--- src/rtl/byte_striping_pkg.sv ---
// Shared defaults, derived widths and the active-lane-count sanitiser for the
// byte striping/un-striping blocks.
package byte_striping_pkg;

    localparam int LANES_DEF  = 4;
    localparam int WIDTH_DEF  = 8;
    localparam int DEPTH_DEF  = 4;
    localparam int LANE_IDX_W = $clog2(LANES_DEF);
    localparam int PTR_W      = $clog2(DEPTH_DEF) + 1;

    // Anything other than a power of two in 1..lanes falls back to all lanes.
    function automatic int lane_cnt_sanitize(input int act, input int lanes);
        if (act < 1 || act > lanes || (act & (act - 1)) != 0) return lanes;
        return act;
    endfunction

endpackage

--- src/rtl/byte_unstriping_rx_param_lane_fifo.sv ---
// Per-lane deskew FIFO: registered read (no fall-through), push accepted on a
// full FIFO only when a pop happens in the same cycle; otherwise drop is raised.
module lane_fifo #(
    parameter int WIDTH = 8,
    parameter int DEPTH = 4
) (
    input  logic             clk,
    input  logic             reset,
    input  logic             push,
    input  logic [WIDTH-1:0] din,
    input  logic             pop,
    output logic [WIDTH-1:0] dout,
    output logic             empty,
    output logic             full,
    output logic             drop
);
    localparam int PTR_W = $clog2(DEPTH) + 1;

    logic [WIDTH-1:0] mem_q [DEPTH];
    logic [PTR_W-1:0] wr_q, wr_d, rd_q, rd_d;
    logic             do_pop, do_push;

    // Extra MSB on the pointers distinguishes full from empty.
    assign empty   = (wr_q == rd_q);
    assign full    = (wr_q[PTR_W-1] != rd_q[PTR_W-1]) &&
                     (wr_q[PTR_W-2:0] == rd_q[PTR_W-2:0]);
    assign do_pop  = pop && !empty;
    assign do_push = push && (!full || do_pop);
    assign drop    = push && !do_push;
    assign dout    = mem_q[rd_q[PTR_W-2:0]];
    assign wr_d    = wr_q + {{(PTR_W-1){1'b0}}, do_push};
    assign rd_d    = rd_q + {{(PTR_W-1){1'b0}}, do_pop};

    always_ff @(posedge clk) begin
        if (reset) begin
            wr_q <= '0;
            rd_q <= '0;
        end else begin
            wr_q <= wr_d;
            rd_q <= rd_d;
        end
    end

    always_ff @(posedge clk) begin
        if (do_push) mem_q[wr_q[PTR_W-2:0]] <= din;
    end

endmodule

--- src/rtl/byte_unstriping_rx_param.sv ---
// Receive-side byte un-striper: per-lane deskew FIFOs drained in strict
// round-robin lane order into a valid/ready output register.
module byte_unstriping_rx_param
    import byte_striping_pkg::*;
#(
    parameter int LANES = LANES_DEF,
    parameter int WIDTH = WIDTH_DEF,
    parameter int DEPTH = DEPTH_DEF
) (
    input  logic                       clk,
    input  logic                       reset,
    input  logic [LANES*WIDTH-1:0]     data_in,
    input  logic [LANES-1:0]           valid_in,
    input  logic [$clog2(LANES):0]     active_lanes,
    output logic [WIDTH-1:0]           data,
    output logic                       valid,
    input  logic                       ready,
    output logic                       overflow
);
    localparam int LIW = $clog2(LANES);
    localparam int AW  = LIW + 1;

    logic [AW-1:0]                 act_q, act_d, act_san;
    logic [LIW-1:0]                rr_q, rr_d;
    logic [WIDTH-1:0]              data_q, data_d;
    logic                          valid_q, valid_d, ovf_q, ovf_d;
    logic [LANES-1:0]              push, pop, empty, full, drop;
    logic [LANES-1:0][WIDTH-1:0]   head;
    logic                          load, idle;

    assign act_san = AW'(lane_cnt_sanitize(int'(active_lanes), LANES));
    assign load    = (!valid_q || ready) && !empty[rr_q];
    assign idle    = (&empty) && !valid_q;

    for (genvar g = 0; g < LANES; g++) begin : g_lane
        assign push[g] = valid_in[g] && (act_q > AW'(g));
        assign pop[g]  = load && (rr_q == LIW'(g));
        lane_fifo #(.WIDTH(WIDTH), .DEPTH(DEPTH)) u_fifo (
            .clk   (clk),
            .reset (reset),
            .push  (push[g]),
            .din   (data_in[g*WIDTH +: WIDTH]),
            .pop   (pop[g]),
            .dout  (head[g]),
            .empty (empty[g]),
            .full  (full[g]),
            .drop  (drop[g])
        );
    end

    always_comb begin
        act_d   = act_q;
        rr_d    = rr_q;
        data_d  = data_q;
        valid_d = valid_q;
        ovf_d   = ovf_q || |(drop & full);
        if (load) begin
            data_d  = head[rr_q];
            valid_d = 1'b1;
            rr_d    = (({1'b0, rr_q} + AW'(1)) == act_q) ? '0 : rr_q + LIW'(1);
        end else if (valid_q && ready) begin
            valid_d = 1'b0;
        end
        // Lane count may only change with nothing in flight.
        if (idle) begin
            act_d = act_san;
            rr_d  = '0;
        end
    end

    always_ff @(posedge clk) begin
        if (reset) begin
            act_q   <= act_san;
            rr_q    <= '0;
            data_q  <= '0;
            valid_q <= 1'b0;
            ovf_q   <= 1'b0;
        end else begin
            act_q   <= act_d;
            rr_q    <= rr_d;
            data_q  <= data_d;
            valid_q <= valid_d;
            ovf_q   <= ovf_d;
        end
    end

    assign data     = data_q;
    assign valid    = valid_q;
    assign overflow = ovf_q;

endmodule

--- config.mk ---
export PLATFORM = sky130hd
export DESIGN_NAME = byte_unstriping_rx_param
export DESIGN_NICKNAME = d
export VERILOG_FILES = /design/src/rtl/byte_striping_pkg.sv /design/src/rtl/byte_unstriping_rx_param_lane_fifo.sv /design/src/rtl/byte_unstriping_rx_param.sv
export SDC_FILE = /design/constraint.sdc
export NUM_CORES = 1
export LEC_CHECK = 0
export CORE_MARGIN = 2
export CORE_UTILIZATION = 50
export CTS_CLUSTER_DIAMETER = 150
export CTS_CLUSTER_SIZE = 25
export DETAILED_ROUTE_END_ITERATION = 12
export DONT_BUFFER_PORTS = 1
export PLACE_DENSITY = 0.68
export SETUP_SLACK_MARGIN = 0.15
export SKIP_CTS_REPAIR_TIMING = 1
export SLEW_MARGIN = 20
export SYNTH_ARGS = -nofsm -noshare
export SYNTH_HDL_FRONTEND = slang
export SYNTH_SLANG_ARGS = --single-unit
--- constraint.sdc ---
create_clock -name clk -period 3.1 [get_ports clk]
set_input_delay 0.31 -clock clk [delete_from_list [all_inputs] [get_ports clk]]
set_output_delay 0.31 -clock clk [all_outputs]
set_load 0.01 [all_outputs]
After elaboration in Yosys (flattened, before gate mapping)
Memory sizes are Yosys's and may differ from the RTL's. A register that Yosys moved wholly into a read port is not among the register bits.
Index checks and enable logic that the tools add are counted.
{ "classes": {"bitwise": 2, "order_cmp": 7, "eq_ne": 16, "n_mux": 24, "addsub": 11, "reduce_logical": 56} }
{ "op_table": {"columns": ["cell", "n"], "rows": [
  ["32-bit nonzero test", 1],
  ["1-bit logical AND", 27],
  ["3-bit by 1-bit adder with 3-bit output", 8],
  ["8-bit binary-select mux with 2-bit select", 1],
  ["3-bit equality test", 5],
  ["1-bit zero test", 14],
  ["1-bit 2-to-1 mux", 12],
  ["3-bit 2-to-1 mux", 4],
  ["2-bit 2-to-1 mux", 5],
  ["4-bit AND", 2],
  ["2-bit equality test", 4],
  ["1-bit logical OR", 8],
  ["8-bit 2-to-1 mux", 1],
  ["3-bit by 1-bit > comparator with 1-bit output, second input constant", 2],
  ["3-bit by 2-bit > comparator with 1-bit output, second input constant", 2],
  ["2-bit equality test, second input constant", 2],
  ["1-bit inequality test", 4],
  ["4-bit AND reduction", 1],
  ["2-bit nonzero test", 2],
  ["4-bit OR reduction", 1],
  ["3-bit by 1-bit subtractor with 4-bit output, second input constant", 1],
  ["2-bit by 1-bit adder with 3-bit output, second input constant", 1],
  ["3-bit > comparator, second input constant", 1],
  ["2-bit by 3-bit < comparator with 1-bit output, second input constant", 1],
  ["other kinds (6)", 6]
]} }
{ "totals": {"inputBits": 42, "ramBits": 128, "output_inout_bits": 10, "word_cells": 133, "mem_count": 4, "reg_bits": 39} }
{ "mem_list": {"columns": ["memory", "words", "width", "read_ports", "rd_ports_with_merged_regs", "wr", "line_no", "rtl"], "rows": [
  ["g_lane[0].u_fifo.mem_q", 4, 8, 1, 1, 1, "byte_unstriping_rx_param_lane_fifo.sv:19", "logic [WIDTH-1:0] mem_q [DEPTH];"],
  ["g_lane[1].u_fifo.mem_q", 4, 8, 1, 1, 1, "byte_unstriping_rx_param_lane_fifo.sv:19", null],
  ["g_lane[2].u_fifo.mem_q", 4, 8, 1, 1, 1, "byte_unstriping_rx_param_lane_fifo.sv:19", null],
  ["g_lane[3].u_fifo.mem_q", 4, 8, 1, 1, 1, "byte_unstriping_rx_param_lane_fifo.sv:19", null]
]} }

Depth between registers and ports, before layout
Gate-level depths: netlist of run 1.
{ "depth": {"word_depth": 14, "ltp_mapped": 12, "ltp_nobuf": 10} }

Modules after synthesis
A second synthesis of run 1 with hierarchy kept.
{ "hier_totals": {"cells_unflattened": 397, "hier_area_um2": 7173.1} }
{ "modules_own_cells": {"columns": ["module", "instances", "seq_area_each_um2", "cells_per_inst", "area_per_inst_um2"], "rows": [
  ["lane_fifo at g_lane[0].u_fifo ...", 2, 1081.0, 74, 1541.5],
  ["lane_fifo at g_lane[1].u_fifo ...", 2, 1081.0, 74, 1537.7],
  ["byte_unstriping_rx_param", 1, 330.3, 101, 1014.7]
]} }

Worst setup path before layout of run 1
No wires, ideal clock.
{ "synth_path": {"kind": "register -> register", "from": "register g_lane[0].u_fifo.rd_q[1]", "to": "register g_lane[1].u_fifo.rd_q[1]", "setup_slack_ns": 0.268, "setup_time_ns": 0.128, "stages_incl_launch_ff": 12, "t_required_ns": 2.972, "t_arrival_ns": 2.704, "n_path_buf": 3, "period_less_slack_ns": 2.832, "path_cell_list": "dfxtp_1 buf_6 xor2_1 or3_4 mux4_2 and2_1 buf_2 buf_4 and3_1 ha_1 ha_1 nor2b_1"} }
{ "synth_via": {"elab_chain_cells": 8} }
{ "synth_lines": {"columns": ["element", "line_no", "rtl"], "rows": [
  ["from (decl)", "byte_unstriping_rx_param_lane_fifo.sv:20", "logic [PTR_W-1:0] wr_q, wr_d, rd_q, rd_d;"],
  ["from (signal assigned)", "byte_unstriping_rx_param_lane_fifo.sv:40", "rd_q <= rd_d;"],
  ["3-bit equality test", "byte_unstriping_rx_param_lane_fifo.sv:24", "assign empty = (wr_q == rd_q);"],
  ["1-bit binary-select mux with 2-bit select", "byte_unstriping_rx_param.sv:32", "assign load = (!valid_q || ready) && !empty[rr_q];"],
  ["1-bit 2-to-1 mux (not written as such)", "byte_unstriping_rx_param.sv:32", null],
  ["1-bit zero test", "byte_unstriping_rx_param.sv:32", null],
  ["1-bit logical AND", "byte_unstriping_rx_param.sv:32", null],
  ["1-bit logical AND", "byte_unstriping_rx_param.sv:37", "assign pop[g] = load && (rr_q == LIW'(g));"],
  ["1-bit logical AND", "byte_unstriping_rx_param_lane_fifo.sv:27", "assign do_pop = pop && !empty;"],
  ["3-bit by 1-bit adder with 3-bit output", "byte_unstriping_rx_param_lane_fifo.sv:32", "assign rd_d = rd_q + {{(PTR_W-1){1'b0}}, do_pop};"],
  ["net g_lane[1].u_fifo.rd_d[1]", "byte_unstriping_rx_param_lane_fifo.sv:20", null],
  ["to (signal assigned)", "byte_unstriping_rx_param_lane_fifo.sv:40", null],
  ["to (decl)", "byte_unstriping_rx_param_lane_fifo.sv:20", null]
]} }
The timed path passes the listed nets, and every way through them passes these cells. The select of a mux whose other input is x is not followed.
A chain may end at the register's enable or synchronous reset.

Final worst setup path of run 1
{ "layout_path": {"from": "register g_lane[0].u_fifo.wr_q[1]", "to": "register g_lane[1].u_fifo.wr_q[1]"} }
{ "layout_via": {"elab_chain_cells": 10} }
{ "layout_lines": {"columns": ["element", "line_no", "rtl"], "rows": [
  ["from (decl)", "byte_unstriping_rx_param_lane_fifo.sv:20", null],
  ["from (signal assigned)", "byte_unstriping_rx_param_lane_fifo.sv:39", "wr_q <= wr_d;"],
  ["3-bit equality test", "byte_unstriping_rx_param_lane_fifo.sv:24", null],
  ["1-bit binary-select mux with 2-bit select", "byte_unstriping_rx_param.sv:32", null],
  ["1-bit 2-to-1 mux (not written as such)", "byte_unstriping_rx_param.sv:32", null],
  ["1-bit zero test", "byte_unstriping_rx_param.sv:32", null],
  ["1-bit logical AND", "byte_unstriping_rx_param.sv:32", null],
  ["1-bit logical AND", "byte_unstriping_rx_param.sv:37", null],
  ["1-bit logical AND", "byte_unstriping_rx_param_lane_fifo.sv:27", null],
  ["1-bit logical OR", "byte_unstriping_rx_param_lane_fifo.sv:28", "assign do_push = push && (!full || do_pop);"],
  ["1-bit logical AND", "byte_unstriping_rx_param_lane_fifo.sv:28", null],
  ["3-bit by 1-bit adder with 3-bit output", "byte_unstriping_rx_param_lane_fifo.sv:31", "assign wr_d = wr_q + {{(PTR_W-1){1'b0}}, do_push};"],
  ["net g_lane[1].u_fifo.wr_d[1]", "byte_unstriping_rx_param_lane_fifo.sv:20", null],
  ["to (signal assigned)", "byte_unstriping_rx_param_lane_fifo.sv:39", null],
  ["to (decl)", "byte_unstriping_rx_param_lane_fifo.sv:20", null]
]} }
The timed path passes the listed nets, and every way through them passes these cells. The select of a mux whose other input is x is not followed.

==> run summary, run 1 <==
Synthesis instantiated 39 different standard cells from the library. The floorplan die height was 121 um; the detailed-placement wirelength estimate was 8.73 mm. After detailed routing, the total wire length is 12.7 mm.

In the final layout, the share of cells above drive strength 1 is 22.3%. The largest driver fanout on the critical path came out at 6. After detailed routing, the average wire length per cell comes to 20.4 um. The via-per-instance ratio was 5.46. The worst-margin pin slew was 1.05 ns.

For this design the static power due to leakage is 0.00284 uW. In the global route stage, overall resource usage came out at 18.7%. The fraction of power consumed by sequential logic was 47.0%. The total of endpoints with negative setup slack in the final report was 0; the total power was 5920 uW. The H-tree generated during clock tree synthesis spans 4 levels.

Setup repair after global routing left no endpoint under its margin. The slowest stage of the critical path is the mux4_2 cell. The worst setup path is launched from a register.

The tools report the number of violations of the max-capacitance limit as 0. In this run the cell area of the synthesized design comes to 6810 um^2. For the number of buffers added by the clock tree synthesis step, the log shows 17. The floorplan row count is 42, and the total die area is 14,600 um^2. The worst-case vdd ir drop came out at 420 uV.

The average size of a mapped cell is 18.0 um^2. The logs give 3,446 for the number of global-route vias before repair and 3.12 ns for the worst endpoint data arrival time. Largest stage delay on the critical path: 0.56 ns. The logs give 498 for the final layout net count and 357 MHz for the maximum clock frequency.

Synthesis produced a netlist with a net count of 440. OpenSTA, run right after detailed placement, puts the worst setup slack at 0.109 ns. The finished layout holds 625 standard cells, fillers aside.

After synthesis, flip-flops and latches occupy 68.4% of the total area. Core outline area: 13,200 um^2. Combinational cells account for 18.0% of the total power. The signal on the critical path passes through xor2_1 -> or3_4 -> mux4_2 -> a311oi_1 -> or2_2 -> inv_1 -> ha_1 -> ha_1 -> nor2b_1. The number of synthesized flops with an enable pin is 131. Global routing finished with a remaining overflow of 0. After the first detailed-routing iteration, the DRC count stood at 207.

Net switching is 26.2% of the power. The number of hold violations in the final report was 0. The ratio of final minimum period to clock period came out at 90.4%. The flow ran to the end, and the final reports show no timing, DRC or antenna violations. Counting flops and latches in the post-synthesis netlist gives 167. The clock arrives with 0.0115 ns of skew. 0 antenna diodes ended up in the layout.

The first global-routing pass estimated 19.3 mm of wire. The run gives 0.763 as the final weighted congestion in routability-driven placement. The dominant synthesized flop cell is edfxtp_1.

Power spread over the standard cell area amounts to 730 nW/um^2. The remaining antenna violation count was 0. The run gives 0.43 ns as the worst-skew pair later-pin latency.

The critical path is of the register to register type. The endpoint kind of the worst setup timing path was a register. By instance count, the cell type seen most on the critical path is ha_1. The logs give 0 for the detailed-route DRC error count and 4370 uW for the internal power contribution. Summing over every cut layer, the via total after detailed routing is 3,410.

The tightest hold path in the finished design has a slack of 0.0480 ns. Clock-pin slew was measured on the worst setup and hold paths at 0.07 ns. During placement, the flow inserted port buffers numbering 0. The area growth from synthesis to layout is 19.2%. In the post-route analysis, the smallest setup slack over all paths is 0.298 ns. Class of the tightest hold or removal check: primary input to register.

Fraction of power consumed by the clock network: 35.1%. Pin placement for this block handled 52 I/O pins. Counting the fill cells in the layout gives 978.

For the worst setup path, the data required time is 3.42 ns. TritonCTS built the clock tree. The net switching power is 1550 uW. The clock passes through at most 2 buffers.

The worst path needs 2.80 ns of the cycle, external delays included. The number of instances in the synthesized netlist was 378. Entering global routing, the biggest net connects 36 pins.

The die is 121 um wide. The run gives 0 as the total count of max-transition violations in the final report. The initial cell density of the core is 51.4%. The root buffer cell is clkbuf_16.

The first-pass iteration count of the detailed router was 4; the TritonCTS sink count was 167. The share of flip-flops with an asynchronous set or reset after synthesis came out at 0%. For the initial antenna violation count, the log shows 0.

For the final total negative setup slack, the log shows 0 ns. The relative slew slack was 29.9%. During synthesis, Yosys emitted a total of 0 warnings. Once placement completed, the tool counted placed cells totaling 560.
kinds of logic after synthesis:
| kind of cell | share of synthesized area (%) |
|---|---|
| simple gates | 6.69 |
| compound gates | 1.51 |
| xor+xnor | 2.96 |
| buf+inv | 1.51 |
| mux | 15.3 |
| fa+ha+maj | 3.68 |
| flops | 68.4 |
power groups by stage:
stage | clock network, uW | registers (uW) | logic, uW
floorplan | 0 | 2780 | 773
global placement | 0 | 2820 | 973
detailed placement | 0 | 2830 | 994
CTS | 2110 | 2780 | 1000
global route | 2210 | 2800 | 1160
finish | 2080 | 2780 | 1060
layout make-up:
class,count,area (um^2),area share (%)
Sequential cell,167,4660,57.4
Clock inverter,15,168,2.07
Clock buffer,17,425,5.25
Timing Repair Buffer,54,498,6.14
Tap cell,176,220,2.72
Multi-Input combinational cell,190,2120,26.1
Inverter,6,22.5,0.278
per-layer routing:
layer / track usage, % / wire length (um)
met5: 0 / 0
met4: 9.30 / 398
met3: 6.65 / 765
met2: 28.6 / 6250
met1: 23.8 / 5320
through the flow:
| stage | area, um^2 | utilization, % |
|---|---|---|
| 2_1_floorplan | 6810 | - |
| 3_3_place_gp | 7130 | 53.8 |
| 3_5_place_dp | 7150 | 54.0 |
| 4_1_cts | 7740 | 58.4 |
| 5_1_grt | 8110 | 61.2 |
| 6_report | 8110 | 61.2 |
critical path: cells and delay by family, from the launching register on:
family / cells / cell delay [ns]
mux: 1 / 0.56
compound gates: 1 / 0.33
flops: 1 / 0.36
xor+xnor: 1 / 0.17
fa+ha+maj: 2 / 0.45
simple gates: 3 / 0.76
buf+inv: 1 / 0.07
Yosys cell counts, types with 2 or more instances:
| library cell | n | area (um^2) |
|---|---|---|
| a21o_1 | 3 | 22.5 |
| a31oi_1 | 3 | 18.8 |
| and3_1 | 6 | 37.5 |
| buf_2 | 4 | 20.0 |
| buf_6 | 2 | 22.5 |
| clkbuf_1 | 8 | 30.0 |
| dfxtp_1 | 36 | 721 |
| edfxtp_1 | 131 | 3930 |
| ha_1 | 20 | 250 |
| inv_1 | 5 | 18.8 |
| mux2i_1 | 9 | 90.1 |
| mux4_1 | 7 | 184 |
| mux4_2 | 34 | 766 |
| nand2_1 | 7 | 26.3 |
| nand2b_1 | 5 | 31.3 |
| nand3_1 | 4 | 20.0 |
| nor2_1 | 24 | 90.1 |
| nor2b_1 | 18 | 113 |
| nor3_1 | 3 | 15.0 |
| nor3b_1 | 4 | 30.0 |
| nor4_1 | 2 | 12.5 |
| nor4b_1 | 4 | 35.0 |
| o31ai_1 | 2 | 15.0 |
| xnor2_1 | 17 | 149 |
| xor2_1 | 6 | 52.6 |
flip-flops by register name, summed over array words and instances (netlist names):
signal               cells
act_q                    3
valid                    1
data                     8
g_lane.u_fifo.mem_q    128
g_lane.u_fifo.wr_q      12
overflow                 1
g_lane.u_fifo.rd_q      12
rr_q                     2
cell usage in the layout, fill, tap and decap left out, types with 2 or more instances in the layout:
| cell type | instances |
|---|---|
| clkinv_4 | 3 |
| dlygate4sd3_1 | 32 |
| nor3b_1 | 4 |
| dfxtp_1 | 34 |
| nor4b_4 | 3 |
| and3_1 | 6 |
| inv_6 | 4 |
| nand3_1 | 3 |
| nor2b_1 | 18 |
| mux4_2 | 34 |
| a31oi_2 | 2 |
| nand2b_1 | 5 |
| mux2i_1 | 9 |
| dfxtp_2 | 2 |
| inv_8 | 2 |
| nand2_1 | 7 |
| edfxtp_1 | 131 |
| buf_4 | 21 |
| bufinv_16 | 2 |
| clkinvlp_4 | 2 |
| o31ai_1 | 2 |
| xnor2_1 | 17 |
| nor2_1 | 24 |
| mux4_1 | 7 |
| a21o_1 | 3 |
| xor2_1 | 6 |
| clkbuf_16 | 17 |
| nor4_1 | 2 |
| inv_1 | 5 |
| ha_1 | 20 |
| nor3_1 | 3 |
worst paths after layout:
| kind | from | end | slack (ns) | cells after the start |
|---|---|---|---|---|
| worst max-delay path | g_lane[0].u_fifo.wr_q[1]$_SDFF_PP0_ | g_lane[1].u_fifo.wr_q[1]$_SDFF_PP0_ | 0.30 | 9 |
| worst min-delay path | active_lanes[2] | act_q[2]$_SDFFCE_PP1P_ | 0.05 | 1 |
| worst max register to register | g_lane[0].u_fifo.wr_q[1]$_SDFF_PP0_ | g_lane[1].u_fifo.wr_q[1]$_SDFF_PP0_ | 0.30 | 9 |
| worst min register to register | g_lane[3].u_fifo.rd_q[2]$_SDFF_PP0_ | g_lane[3].u_fifo.rd_q[2]$_SDFF_PP0_ | 0.54 | 2 |
Power figures use the tool's default switching activity.
==> run 2: changes to the inputs <==
Settings changed: HOLD_SLACK_MARGIN from default to 0.12, MAX_ROUTING_LAYER from default to met4.
==> run 2 against run 1 <==
Compared with the run above:
- clock power barely moved
- count of clock-buffer cells in the layout did not move
- sequential share of layout area down 0.088 points
- register-to-register slack about the same
- first-iteration DRC count rose by 0.48%
- core utilization rose by 0.094 points
- critical path depth stayed put
- die area unchanged
- total power hardly changed
- flip-flop and latch count stayed put
- design area grew 0.15%
- largest power group unchanged
- highest routed layer unchanged
==> run summary, run 2 (synthesis gave the netlist of run 1 again) <==
The run gives 0.109 ns (unchanged) as the worst-case setup slack after placement. The top cell types in the final layout, fill and taps aside, are 131 x edfxtp_1, 34 x mux4_2, 34 x dfxtp_1. The logs give 0.42 ns (about the same) for the worst-skew pair later-pin latency and 0.0113 ns (-0.000243 ns) for the post-route clock skew. TritonCTS built the clock tree. The largest stage delay on the critical path was 0.56 ns (about the same).

Critical path's slowest cell: mux4_2. The total of endpoints with negative setup slack in the final report was 0 (unchanged). The via-per-instance ratio was 5.49 (+0.59%). The count of buffer and inverter cells on the critical path came out at 1 (unchanged). Traced cell by cell, the critical path runs through xor2_1 -> or3_4 -> mux4_2 -> a311oi_1 -> or2_2 -> inv_1 -> ha_1 -> ha_1 -> nor2b_1. The worst setup path is launched from a register. For the maximum clock frequency, the log shows 355 MHz (-0.41%).

The total power was 5920 uW (about the same). Relative to the synthesized area, the layout overhead comes to 19.3%. The core outline area came out at 13,200 um^2 (unchanged).

The starting DRC count in detailed routing came out at 208 (+0.48%). The filler cell count in the final layout is 980 (+0.20%), and the routed wirelength normalized by instance count is 20.3 um (-0.34%). For the relative slew slack, the log shows 28.5% (-1.4 points). Leaving out fill and tap cells, the most frequent cell in the layout is edfxtp_1. Final total negative setup slack: 0 ns (unchanged). Setup repair after global routing left no endpoint under its margin.

The number of buffers added by the clock tree synthesis step was 17 (unchanged). The ratio of final minimum period to clock period was 90.8% (+0.37 points). The detailed-route DRC error count is 0 (unchanged), and the flip-flop count of the largest register after layout is 128 (unchanged). The number of hold violations in the final report was 0 (unchanged); the TritonCTS sink count was 167 (unchanged). The run gives 52 (unchanged) as the number of I/O pins. Worst setup path startpoint: g_lane[0].u_fifo.wr_q[1]$_SDFF_PP0_. The leakage power of the design is 0.00285 uW (+0.15%).

The floorplan die height works out to 121 um (unchanged). The total number of vias is 3,441 (+0.91%), and the initial antenna violation count is 0 (unchanged). Root buffer cell: clkbuf_16. Worst-margin pin slew: 1.07 ns (+0.0211 ns). The count of input and output buffers works out to 0 (unchanged).

The detailed-placement wirelength estimate was 8.73 mm (unchanged); the largest driver fanout on the critical path was 6 (unchanged). The routed wire length came out at 12.7 mm (about the same). The setup path with the least slack is of type register to register. The final layout net count is 499 (+0.20%), and the worst endpoint data arrival time is 3.13 ns (about the same). For the maximum clock path buffer count, the log shows 2 (unchanged). The launch point of the worst reg-to-reg path is g_lane[0].u_fifo.wr_q[1]$_SDFF_PP0_. The total die area is 14,600 um^2 (unchanged).

The critical hold path startpoint is active_lanes[0]. For the largest net degree at the start of global routing, the log shows 36 (unchanged). Power density normalized to cell area: 729 nW/um^2 (-0.11%). The tightest min-delay check is of the primary input to register type. The run finished with clean final reports. The tools report the critical path required time as 3.42 ns (about the same). Setup slack of the critical path after layout: 0.286 ns (-0.0116 ns).

In this design, the largest share of critical-path delay is due to simple AND/OR/NAND/NOR gates. H-tree level count: 4 (unchanged). The number of global-route vias before repair was 3,441 (-0.15%); the first-pass iteration count of the detailed router was 4 (unchanged). Among the stages of the critical path, the cell type that occurs most often is ha_1. The tools report the remaining antenna violation count as 0 (unchanged).

The final weighted congestion in routability-driven placement was 0.774 (+1.3%). The endpoint kind of the worst setup timing path is a register. The global-route wire length before repair is 19.4 mm (about the same), and the total count of max-transition violations in the final report is 0 (unchanged). Global route total overflow: 0 (unchanged). The time the final worst path needs with I/O delays and setup was 2.81 ns (+0.0116 ns); the share of post-route cells with drive strength above 1 was 22.2% (-0.049 points).

The clock transition time at the flip-flop clock pins of the worst setup and hold paths was 0.07 ns (about the same); the worst-case vdd ir drop was 421 uV (+0.21%). Global routing usage summed across all routing layers: 19.3% (+0.56 points). For the number of violations of the max-capacitance limit, the log shows 0 (unchanged). The horizontal extent of the die is 121 um (unchanged), and the initial cell density of the core is 51.4% (unchanged). Floorplan row count: 42 (unchanged).
[run 2: path summary, 6_finish.rpt]
kind / endpoint / slack (ns) / cells after the start
hold reg to reg: g_lane[3].u_fifo.rd_q[2]$_SDFF_PP0_ / 0.54 / 2
setup reg to reg: g_lane[1].u_fifo.wr_q[1]$_SDFF_PP0_ / 0.29 / 9
hold / removal: act_q[0]$_SDFFCE_PP0P_ / 0.15 / 2
setup / recovery: g_lane[1].u_fifo.wr_q[1]$_SDFF_PP0_ / 0.29 / 9
[run 2: cell type report]
cell class	count	area, um^2	area share [%]
well taps	176	220	2.71
multi-input cells	190	2120	26.1
clock buffers	17	425	5.24
diodes	1	2.50	0.0308
inverters	6	22.5	0.277
repair buffers	55	508	6.25
flip-flops and latches	167	4660	57.3
clock inverters	15	168	2.06
[run 2: where the power goes]
part / total (uW) / switching (uW) / internal, uW
logic: 1060 / 528 / 537
clock network: 2080 / 872 / 1200
registers: 2780 / 152 / 2630
[run 2: metrics by stage]
stage	cells	hold WS [ns]	instance area (um^2)	util, %
2_1_floorplan	378	0.409	6810	-
3_3_place_gp	560	0.386	7130	53.8
3_5_place_dp	560	0.390	7150	54.0
4_1_cts	592	-0.0613	7740	58.4
5_1_grt	626	0.164	8120	61.3
6_report	627	0.153	8120	61.3
[run 2: per-layer routing]
metal	global-route usage (%)	part of all wire [%]	up-vias	wire length, um
li1	-	-	1607	-
met1	24.0	44	1733	5560
met2	28.5	48	76	6150
met3	6.51	4.9	25	627
met4	9.30	3.1	0	395
met5	-	0	-	0
